File: config.mk
export PLATFORM = sky130hd
export DESIGN_NAME = rptr_empty
export DESIGN_NICKNAME = d
export VERILOG_FILES = /design/src/rtl/rptr_empty.sv
export SDC_FILE = /design/constraint.sdc
export NUM_CORES = 1
export LEC_CHECK = 0
export CAP_MARGIN = 20
export CORE_MARGIN = 2
export CORE_UTILIZATION = 34
export CTS_CLUSTER_SIZE = 25
export DETAILED_ROUTE_END_ITERATION = 12
export PLACE_DENSITY = 0.61
export SLEW_MARGIN = 10
export SYNTH_ARGS = -nofsm -noshare
export SYNTH_HDL_FRONTEND = slang
export SYNTH_SLANG_ARGS = --single-unit
File: constraint.sdc
create_clock -name i_rclk -period 6.2 [get_ports i_rclk]
set_clock_uncertainty 0.1 [all_clocks]
set_input_delay 0.62 -clock i_rclk [delete_from_list [all_inputs] [get_ports i_rclk]]
set_output_delay 0.62 -clock i_rclk [all_outputs]
set_load 0.05 [all_outputs]
File: src/rtl/rptr_empty.sv
// Read-domain pointer and status generator for the async FIFO.
// Owns the binary/Gray read pointers and derives empty, almost-empty,
// fill count and sticky underflow from the synchronized Gray write pointer.
module rptr_empty #(
    parameter int unsigned ADDR_WIDTH = 3,
    parameter int unsigned AE_THRESH  = 1
) (
    input  logic                  i_rclk,
    input  logic                  i_rrst_n,
    input  logic                  i_rinc,
    input  logic [ADDR_WIDTH:0]   i_rq2_wptr,
    input  logic                  i_clr_underflow,
    output logic [ADDR_WIDTH-1:0] o_raddr,
    output logic [ADDR_WIDTH:0]   o_rptr,
    output logic                  o_rempty,
    output logic                  o_ralmost_empty,
    output logic [ADDR_WIDTH:0]   o_rcount,
    output logic                  o_runderflow
);

    localparam int unsigned PW = ADDR_WIDTH + 1;

    logic [PW-1:0] rbin;
    logic [PW-1:0] rbin_next;
    logic [PW-1:0] rgray_next;
    logic [PW-1:0] wbin;
    logic [PW-1:0] count_next;
    logic          accept;
    logic          empty_next;
    logic          ae_next;
    logic          underflow_next;

    // Next-state pointer and status computation from the post-edge read pointer.
    always_comb begin
        accept         = 1'b0;
        rbin_next      = rbin;
        rgray_next     = '0;
        wbin           = '0;
        count_next     = '0;
        empty_next     = 1'b1;
        ae_next        = 1'b1;
        underflow_next = o_runderflow;

        accept     = i_rinc & ~o_rempty;
        rbin_next  = rbin + PW'(accept);
        rgray_next = (rbin_next >> 1) ^ rbin_next;

        // Gray-to-binary: each binary bit is the XOR of all Gray bits at or above it.
        for (int i = 0; i < int'(PW); i++) begin
            wbin[i] = ^(i_rq2_wptr >> i);
        end

        count_next = wbin - rbin_next;
        empty_next = (rgray_next == i_rq2_wptr);
        ae_next    = (count_next <= PW'(AE_THRESH));

        // A read attempt while empty sets the flag and wins over a clear.
        if (i_rinc && o_rempty) begin
            underflow_next = 1'b1;
        end else if (i_clr_underflow) begin
            underflow_next = 1'b0;
        end
    end

    // Pointer and status registers.
    always_ff @(posedge i_rclk or negedge i_rrst_n) begin
        if (!i_rrst_n) begin
            rbin            <= '0;
            o_rptr          <= '0;
            o_rempty        <= 1'b1;
            o_ralmost_empty <= 1'b1;
            o_rcount        <= '0;
            o_runderflow    <= 1'b0;
        end else begin
            rbin            <= rbin_next;
            o_rptr          <= rgray_next;
            o_rempty        <= empty_next;
            o_ralmost_empty <= ae_next;
            o_rcount        <= count_next;
            o_runderflow    <= underflow_next;
        end
    end

    // Memory address is the low bits of the registered binary pointer.
    assign o_raddr = rbin[ADDR_WIDTH-1:0];

endmodule
==> impl_metrics.env <==
export IMPL_fin_crit_sh_pct=48.07
export IMPL_vias=510
export IMPL_slew_headroom_pct=59.77
export IMPL_io_pins=22
export IMPL_root_buffer="clkbuf_4"
export IMPL_critPathLaunch="i_rinc"
export IMPL_grt_overflow_total=0
export IMPL_wl_per_cell_um=11.93
export IMPL_die_height_um=50.60
export IMPL_ff2ff_setup_slack_ns=3.54
export IMPL_cts_buffer_depth=2
export IMPL_tns_ns=0
export IMPL_post_synth_cell_area_avg_um2=12.51
export IMPL_max_freq_mhz=335.5
export IMPL_core_area_um2=2002
export IMPL_cts_buffers=3
export IMPL_synth_area_um2=738.2
export IMPL_synth_nets=72
export IMPL_h_tree_depth=1
export IMPL_worstPathRequired_ns=6.26
export IMPL_min_path_type="reg -> reg"
export IMPL_grt_max_degree=15
export IMPL_outcome="complete, no violations"
export IMPL_fin_nets=97
export IMPL_postCtsHoldBufs=0
export IMPL_grtUsageTotal_pct=12.03
export IMPL_wl_um=1300
export IMPL_drc=0
export IMPL_setup_viol=0
export IMPL_slew_viol_final=0
export IMPL_antenna_found_initial=0
export IMPL_ys_warn_count=0
export IMPL_io_buffers=21
export IMPL_worstReg2RegEnd="o_rcount[3]$_DFF_PN0_"
export IMPL_die_area_um2=2560
export IMPL_crit_path_max_fanout=4
export IMPL_fin_cells=109
export IMPL_hpwl_um=1072
export IMPL_clock_latency_ns=0.26
export IMPL_cts_sinks=14
export IMPL_hold_viol_final=0
export IMPL_post_cts_resized=0
export IMPL_r2r_cells=9
export IMPL_initial_core_util_pct=36.88
export IMPL_cp_start_kind="primary input"
export IMPL_drtIter0Drc=4
export IMPL_detail_route_first_pass_iterations=2
export IMPL_synth_seq_cells=14
export IMPL_drive_above_1_share_pct=12.20
export IMPL_most_common_layout_cells="21 x clkdlybuf4s50_1, 12 x dfrtp_1, 10 x xnor2_1"
export IMPL_maxCapViolations=0
export IMPL_post_cts_setup_buffers=0
export IMPL_gp_congestion=0.7293
export IMPL_synth_distinct_cells=23
export IMPL_arrival_ns=3.04
export IMPL_critPathKind="in -> reg"
export IMPL_grt_pass1_wl_um=2270
export IMPL_clkSlewWorstSetupHoldPaths_ns=0.07
export IMPL_num_rows=16
export IMPL_dp_cells=106
export IMPL_rsz0062_at_grt="false"
export IMPL_grt_pass1_vias=523
export IMPL_ant_nets=0
export IMPL_critPathCaptureType="flip-flop"
export IMPL_worstHoldPathCells=2
export IMPL_r2r_start="o_rempty$_DFF_PN1_"
export IMPL_worst_pin_slew_ns=0.6016
export IMPL_syn_inst=59
export IMPL_diodes=0
export IMPL_min_delay_start="o_rempty$_DFF_PN1_"
export IMPL_die_x_um=50.60
export IMPL_min_period_ns=2.981
export IMPL_syn2layout_area_growth_pct=35.42
export IMPL_final_common_cell="clkdlybuf4s50_1"
export IMPL_min_to="o_runderflow$_DFFE_PN0P_"
export IMPL_synth_seq_area_share_pct=47.80
export IMPL_cts_tree="built"
export IMPL_via_per_inst=4.679
## how the worst max path moves through the flow
stage	to	cells after the start
after CTS	o_rcount[3]$_DFF_PN0_	10
after floorplan	o_rcount[3]$_DFF_PN0_	9
after global placement	o_rcount[3]$_DFF_PN0_	10
after global routing	o_rcount[3]$_DFF_PN0_	10
after detailed placement	o_rcount[3]$_DFF_PN0_	10
final	o_rcount[3]$_DFF_PN0_	10
## per-layer routing
metal	wire (um)	global-route usage, %	vias up
met1	594	15.04	244
met5	0	0	-
met3	67	5.060	2
met2	622	17.76	17
met4	15	5.856	0
li1	-	-	247
## state kept, by name, summed over array words and instances (netlist names)
register,cells
o_ralmost_empty,1
o_rptr,4
rbin,3
o_runderflow,1
o_rcount,4
o_rempty,1
## cell type report
| class | count | area, um^2 |
|---|---|---|
| Clock buffer | 3 | 22.52 |
| Tap cell | 27 | 33.78 |
| Timing Repair Buffer | 21 | 210.2 |
| Multi-Input combinational cell | 37 | 354.1 |
| Inverter | 7 | 26.28 |
| Sequential cell | 14 | 352.8 |
| Fill cell | 195 | 1002 |
## cells in the mapped netlist, drive strengths merged
master | instances | share of area, %
a2111o | 1 | 1.5
a21boi | 1 | 1.0
a21oi | 1 | 1.2
a31oi | 2 | 1.7
and3 | 2 | 1.7
and4 | 1 | 1.5
buf | 1 | 0.68
dfrtp | 12 | 41
dfstp | 2 | 7.1
ha | 5 | 8.5
inv | 7 | 3.6
mux2i | 1 | 1.4
nand2 | 2 | 1.0
nand2b | 1 | 0.85
nor2b | 1 | 0.85
nor4 | 1 | 1.7
o2111ai | 1 | 1.2
o21ai | 1 | 0.68
or2 | 1 | 0.85
xnor2 | 10 | 12
xnor3 | 1 | 3.6
xor2 | 3 | 3.6
xor3 | 1 | 3.4
## cell families (layout without fill, tap and decap cells)
| kind of cell | count (synthesis) | in the layout | synth area share [%] |
|---|---|---|---|
| simple gates | 9 | 9 | 8.476 |
| fa+ha+maj | 5 | 5 | 8.475 |
| mux | 1 | 1 | 1.356 |
| compound gates | 7 | 7 | 7.288 |
| flops | 14 | 14 | 47.80 |
| buf+inv | 8 | 31 | 4.237 |
| xor+xnor | 15 | 15 | 22.37 |
## stage by stage
stage	utilization (%)	hold slack, ns	instance area (um^2)	worst slack (ns)
2_1_floorplan	-	0.2244	738.2	3.512
3_3_place_gp	48.81	0.4230	977.2	3.017
3_5_place_dp	48.81	0.4267	977.2	2.931
4_1_cts	49.94	0.4437	999.7	3.211
5_1_grt	49.94	0.4724	999.7	3.102
6_report	49.94	0.4385	999.7	3.219
## worst max-delay path, stage by stage
cell             delay (ns)
clkdlybuf4s50_1        0.42
nor2b_1                0.14
ha_1                   0.21
ha_1                   0.23
xnor2_1                0.34
ha_1                   0.27
inv_1                  0.05
a2111o_1               0.37
and4_4                 0.19
or2_1                  0.20
Power is left out: the tool's default activity adds up to more than one toggle a clock period on the data nets, which glitch-free logic cannot reach.
